File: src/rtl/tlb_search_arb.sv
// Shares the single TLB search port among TLBP, data and inst lookups; unmapped
// kseg0/kseg1 accesses bypass the port and are answered from the address alone.
module tlb_search_arb #(
    parameter logic [31:0] UNMAP_MASK = 32'h1fff_ffff
) (
    input  logic        clk,
    input  logic        resetn,
    input  logic        inst_req,
    input  logic [31:0] inst_vaddr,
    output logic        inst_addr_ok,
    output logic        inst_data_ok,
    output logic [31:0] inst_paddr,
    output logic        inst_found,
    output logic        inst_v,
    output logic        inst_d,
    input  logic        data_req,
    input  logic [31:0] data_vaddr,
    output logic        data_addr_ok,
    output logic        data_data_ok,
    output logic [31:0] data_paddr,
    output logic        data_found,
    output logic        data_v,
    output logic        data_d,
    input  logic        tlbp_req,
    output logic        tlbp_addr_ok,
    output logic [5:0]  tlbp_bus,
    input  logic [26:0] entryhi_bus,
    input  logic        tlb_we,
    input  logic        cancel,
    output logic [18:0] s_vpn2,
    output logic        s_odd,
    output logic [7:0]  s_asid,
    input  logic        s_found,
    input  logic [3:0]  s_index,
    input  logic [19:0] s_pfn,
    input  logic [2:0]  s_c,
    input  logic        s_d,
    input  logic        s_v
);

    typedef enum logic {RR_DATA = 1'b0, RR_INST = 1'b1} rr_t;

    rr_t  rr;
    logic inst_unmap, data_unmap;
    logic inst_map, data_map;
    logic map_block;
    logic grant_tlbp, grant_data, grant_inst;
    logic unused;

    assign unused = ^s_c;

    always_comb begin
        inst_unmap = (inst_vaddr[31:30] == 2'b10);
        data_unmap = (data_vaddr[31:30] == 2'b10);
        inst_map   = inst_req & ~inst_unmap;
        data_map   = data_req & ~data_unmap;
        map_block  = ~resetn | cancel | tlb_we;
        grant_tlbp = tlbp_req & ~map_block;
        grant_data = 1'b0;
        grant_inst = 1'b0;
        // tlbp owns the port outright; otherwise rr breaks a data/inst tie
        if (!map_block && !tlbp_req) begin
            if (data_map && (!inst_map || rr == RR_DATA))
                grant_data = 1'b1;
            else if (inst_map)
                grant_inst = 1'b1;
        end
    end

    always_comb begin
        inst_addr_ok = resetn & ~cancel & inst_req & (inst_unmap | grant_inst);
        data_addr_ok = resetn & ~cancel & data_req & (data_unmap | grant_data);
        tlbp_addr_ok = grant_tlbp;
    end

    always_comb begin
        s_asid = entryhi_bus[7:0];
        s_vpn2 = '0;
        s_odd  = 1'b0;
        if (grant_tlbp) begin
            s_vpn2 = entryhi_bus[26:8];
        end else if (grant_data) begin
            s_vpn2 = data_vaddr[31:13];
            s_odd  = data_vaddr[12];
        end else if (grant_inst) begin
            s_vpn2 = inst_vaddr[31:13];
            s_odd  = inst_vaddr[12];
        end
    end

    always_ff @(posedge clk) begin
        if (!resetn) begin
            rr           <= RR_DATA;
            inst_data_ok <= 1'b0;
            inst_paddr   <= '0;
            inst_found   <= 1'b0;
            inst_v       <= 1'b0;
            inst_d       <= 1'b0;
            data_data_ok <= 1'b0;
            data_paddr   <= '0;
            data_found   <= 1'b0;
            data_v       <= 1'b0;
            data_d       <= 1'b0;
            tlbp_bus     <= '0;
        end else begin
            inst_data_ok <= inst_addr_ok;
            data_data_ok <= data_addr_ok;
            tlbp_bus[5]  <= grant_tlbp;
            if (grant_tlbp)
                tlbp_bus[4:0] <= {s_found, s_index};
            if (grant_data)
                rr <= RR_INST;
            else if (grant_inst)
                rr <= RR_DATA;
            if (inst_addr_ok) begin
                if (inst_unmap) begin
                    inst_paddr <= inst_vaddr & UNMAP_MASK;
                    inst_found <= 1'b1;
                    inst_v     <= 1'b1;
                    inst_d     <= 1'b1;
                end else begin
                    inst_paddr <= {s_pfn, inst_vaddr[11:0]};
                    inst_found <= s_found;
                    inst_v     <= s_v;
                    inst_d     <= s_d;
                end
            end
            if (data_addr_ok) begin
                if (data_unmap) begin
                    data_paddr <= data_vaddr & UNMAP_MASK;
                    data_found <= 1'b1;
                    data_v     <= 1'b1;
                    data_d     <= 1'b1;
                end else begin
                    data_paddr <= {s_pfn, data_vaddr[11:0]};
                    data_found <= s_found;
                    data_v     <= s_v;
                    data_d     <= s_d;
                end
            end
        end
    end

endmodule

File: config.mk
export PLATFORM = sky130hd
export DESIGN_NAME = tlb_search_arb
export DESIGN_NICKNAME = d
export VERILOG_FILES = /design/src/rtl/tlb_search_arb.sv
export SDC_FILE = /design/constraint.sdc
export NUM_CORES = 1
export LEC_CHECK = 0
export CAP_MARGIN = 20
export CELL_PAD_IN_SITES_DETAIL_PLACEMENT = 0
export CELL_PAD_IN_SITES_GLOBAL_PLACEMENT = 1
export CORE_UTILIZATION = 28
export DETAILED_ROUTE_END_ITERATION = 16
export PLACE_DENSITY_LB_ADDON = 0.1
export SYNTH_ARGS = -nofsm -noshare
export SYNTH_HDL_FRONTEND = slang
export SYNTH_SLANG_ARGS = --single-unit
File: constraint.sdc
create_clock -name clk -period 3 [get_ports clk]
set_input_delay 0.3 -clock clk [delete_from_list [all_inputs] [get_ports clk]]
set_output_delay 0.3 -clock clk [all_outputs]
set_load 0.02 [all_outputs]
==> results.yml <==
logic_synthesis:
  syn_avg_cell_area_sq_um: 8.289
  yosysMostFrequentCell: "nand2_1"
  synth_common_cells: "nand2_1, dfxtp_1, a21oi_1, clkbuf_1, o21ai_0"
  ys_seq_elements: 79
  ys_async_sr_fraction_pct: 0
  synth-seq-area-share_pct: 40.95
  netlist_area_sq_um: 3862
  yosysWarningCount: 0
  syn_nets: 594
  synth_edf_count: 0
  yosys-top-cells-area: "dfxtp_1, nand2_1, a21oi_1, o211ai_1, a222oi_1"
  synth_top_flop_cell: "dfxtp_1"
  synth_top_cell_by_area: "dfxtp_1"
  synthCells: 466
  ys_types: 36
  synth_top_area_share_pct: 40.95
routing:
  first_pass_iters: 6
  drc_errors: 0
  postRouteAntennaNets: 0
  wl_per_cell_um: 18.05
  top_layer_used: "met4"
  wirelength_mm: 15.52
  drt-initial-drc-count: 348
  viasPerCell: 5.222
  vias: 4491
  routed-wl-met3_mm: 1.096
  drt-met1-wl_mm: 6.941
  wl_met2_mm: 7.341
clock_network:
  clk_pin_slew_ns: 0.06
  tritoncts: "done"
  htree_levels: 3
  cts_buffers: 9
  root_buffer: "clkbuf_16"
  clock_sinks: 79
  cts_buffer_depth: 2
  holdBufCountCts: 0
  clkLatencyLatePin_ns: 0.34
die:
  die_w_um: 119.5
  die_area_sq_um: 14270
  rows: 42
  io_pins: 237
  die_y_um: 119.5
  coreArea_sq_um: 13350
  start_util_pct: 28.94
critical_path:
  worstSetupEndpointType: "output port"
  worstReg2RegStart: "rr$_SDFFE_PN0P_"
  worstPathArrival_ns: 2.59
  start_kind: "primary input"
  worstSetupStartpoint: "resetn"
  critical_path_required_ns: 2.70
  path_max_fanout: 13
  worst-setup-path-type: "in2out"
layout:
  register_area_sq_um: 1582
  layoutNonFillerInstCount: 860
  area_growth_syn_to_layout_pct: 74.77
  multi_input_area_sq_um: 2034
  insertedDiodeCount: 0
  fin_nets: 807
  drive_gt1_share_pct: 9.211
  nFillCells: 1328
  final_core_util_pct: 50.57
  final_area_sq_um: 6750
sta:
  fin_crit_sh_pct: 96.44
  finalHoldViolCount: 0
  tightest_slew_ns: 0.6626
  slew_violations: 0
  holdWs_ns: 0.4594
  skew_ns: 0.005909
  slew_headroom_pct: 55.83
  setup_viol: 0
  period_minus_slack_ns: 2.893
  max_freq_mhz: 345.6
pwr:
  cellPowerDensity_nw_per_um2: 413.6
  power_leakage_nw: 2.819
  ir_drop_mv: 0.2859
job:
  maxCapViolCount: 0
global_routing:
  grt_overflow: 0
  grt_first_pass_wirelength_mm: 23.65
  grt_pass1_vias: 4427
  antenna_found_initial: 0
  grt_usage_pct: 21.16
  grt_max_degree: 43
place:
  place.gp.congestion: 0.7885
  dp_cells: 841
  dp_hpwl_mm: 10.75
  io_buffers: 217
  placed_area_sq_um: 6310
run_status:
  outcome: "complete, no violations"
hold_path:
  hp-class: "reg2reg"
  min_from: "inst_paddr[8]$_SDFFE_PN0P_"
## power breakdown
group	switching, W	total (W)	leakage [nW]	internal (W)
sequential	0.0000246	0.00111	0.640	0.00109
clock	0.000441	0.00116	0.155	0.000723
combinational	0.000235	0.000516	2.02	0.000282
total	0.000700	0.00279	2.82	0.00209
## final cells by class
cell class | instances | share of cell area [%]
repair buffers | 252 | 38.31
multi-input cells | 333 | 30.14
flip-flops and latches | 79 | 23.43
clock buffers | 9 | 3.336
well taps | 176 | 3.262
clock inverters | 7 | 1.297
inverters | 4 | 0.2224
## stage by stage
step | setup TNS [ns] | total power (W) | setup slack [ns]
4_1_cts | -1.354 | 0.002815 | -0.09685
2_1_floorplan | 0 | 0.001337 | 0.7085
3_5_place_dp | -2.851 | 0.001647 | -0.1640
6_report | 0 | 0.002792 | 0.1067
3_3_place_gp | -2.540 | 0.001642 | -0.1328
5_1_grt | -0.008774 | 0.002906 | -0.005991
## flip-flops by register name, indices dropped and copies added (netlist names)
signal / flops
data_paddr: 32
data_data_ok: 1
data_v: 1
inst_d: 1
data_found: 1
rr: 1
inst_data_ok: 1
data_d: 1
inst_paddr: 32
inst_v: 1
inst_found: 1
tlbp_bus: 6
## cell usage in the layout (no fill, tap or decap), types with 9 or more instances in the layout
cell and n:
a21oi_1 37, a221oi_1 17, a222oi_1 17, a22oi_1 19, and2_1 18, and3_1 17
buf_4 27, clkbuf_16 11, clkdlybuf4s50_1 197, dfxtp_1 79, dlymetal6s2s_1 20, nand2_1 88
nand3_1 18, nor2_1 9, o211ai_1 24, o21ai_0 30
## path summary, 6_finish.rpt
kind | cells past startpoint | to | slack (ns)
worst max-delay path | 9 | s_vpn2[14] | 0.11
worst min-delay path | 2 | inst_paddr[8]$_SDFFE_PN0P_ | 0.46
worst max register to register | 7 | data_paddr[12]$_SDFFE_PN0P_ | 1.21
worst min register to register | 2 | inst_paddr[8]$_SDFFE_PN0P_ | 0.46
## worst max-delay path: stages
cell and delay (ns):
clkdlybuf4s50_1 0.54, or4b_4 0.52, buf_4 0.16, a2111oi_4 0.28
buf_4 0.20, clkbuf_16 0.17, a22oi_1 0.09, nand2_1 0.08
dlymetal6s2s_1 0.24
## cells by family (layout without fill, tap and decap cells)
family	Yosys count	in the layout	share of synthesized area, %
AND/OR/NAND/NOR	169	169	21.02
buffers and inverters	54	272	6.964
multiplexers	8	8	2.073
AO/OA/AOI/OAI	156	156	28.99
flip-flops	79	79	40.95
## layer usage
metal	track usage [%]	vias up
li1	-	2152
met1	26.92	2146
met2	35.12	185
met3	5.316	8
met4	6.172	0
met5	0	-
## timing repair
item | CTS | global route
pin swaps | 0 | 1
setup endpoints to repair | 21 | 21
setup buffers | 0 | 1
gates cloned | 0 | 2
resized for setup | 2 | 24
Power figures use the tool's default switching activity.
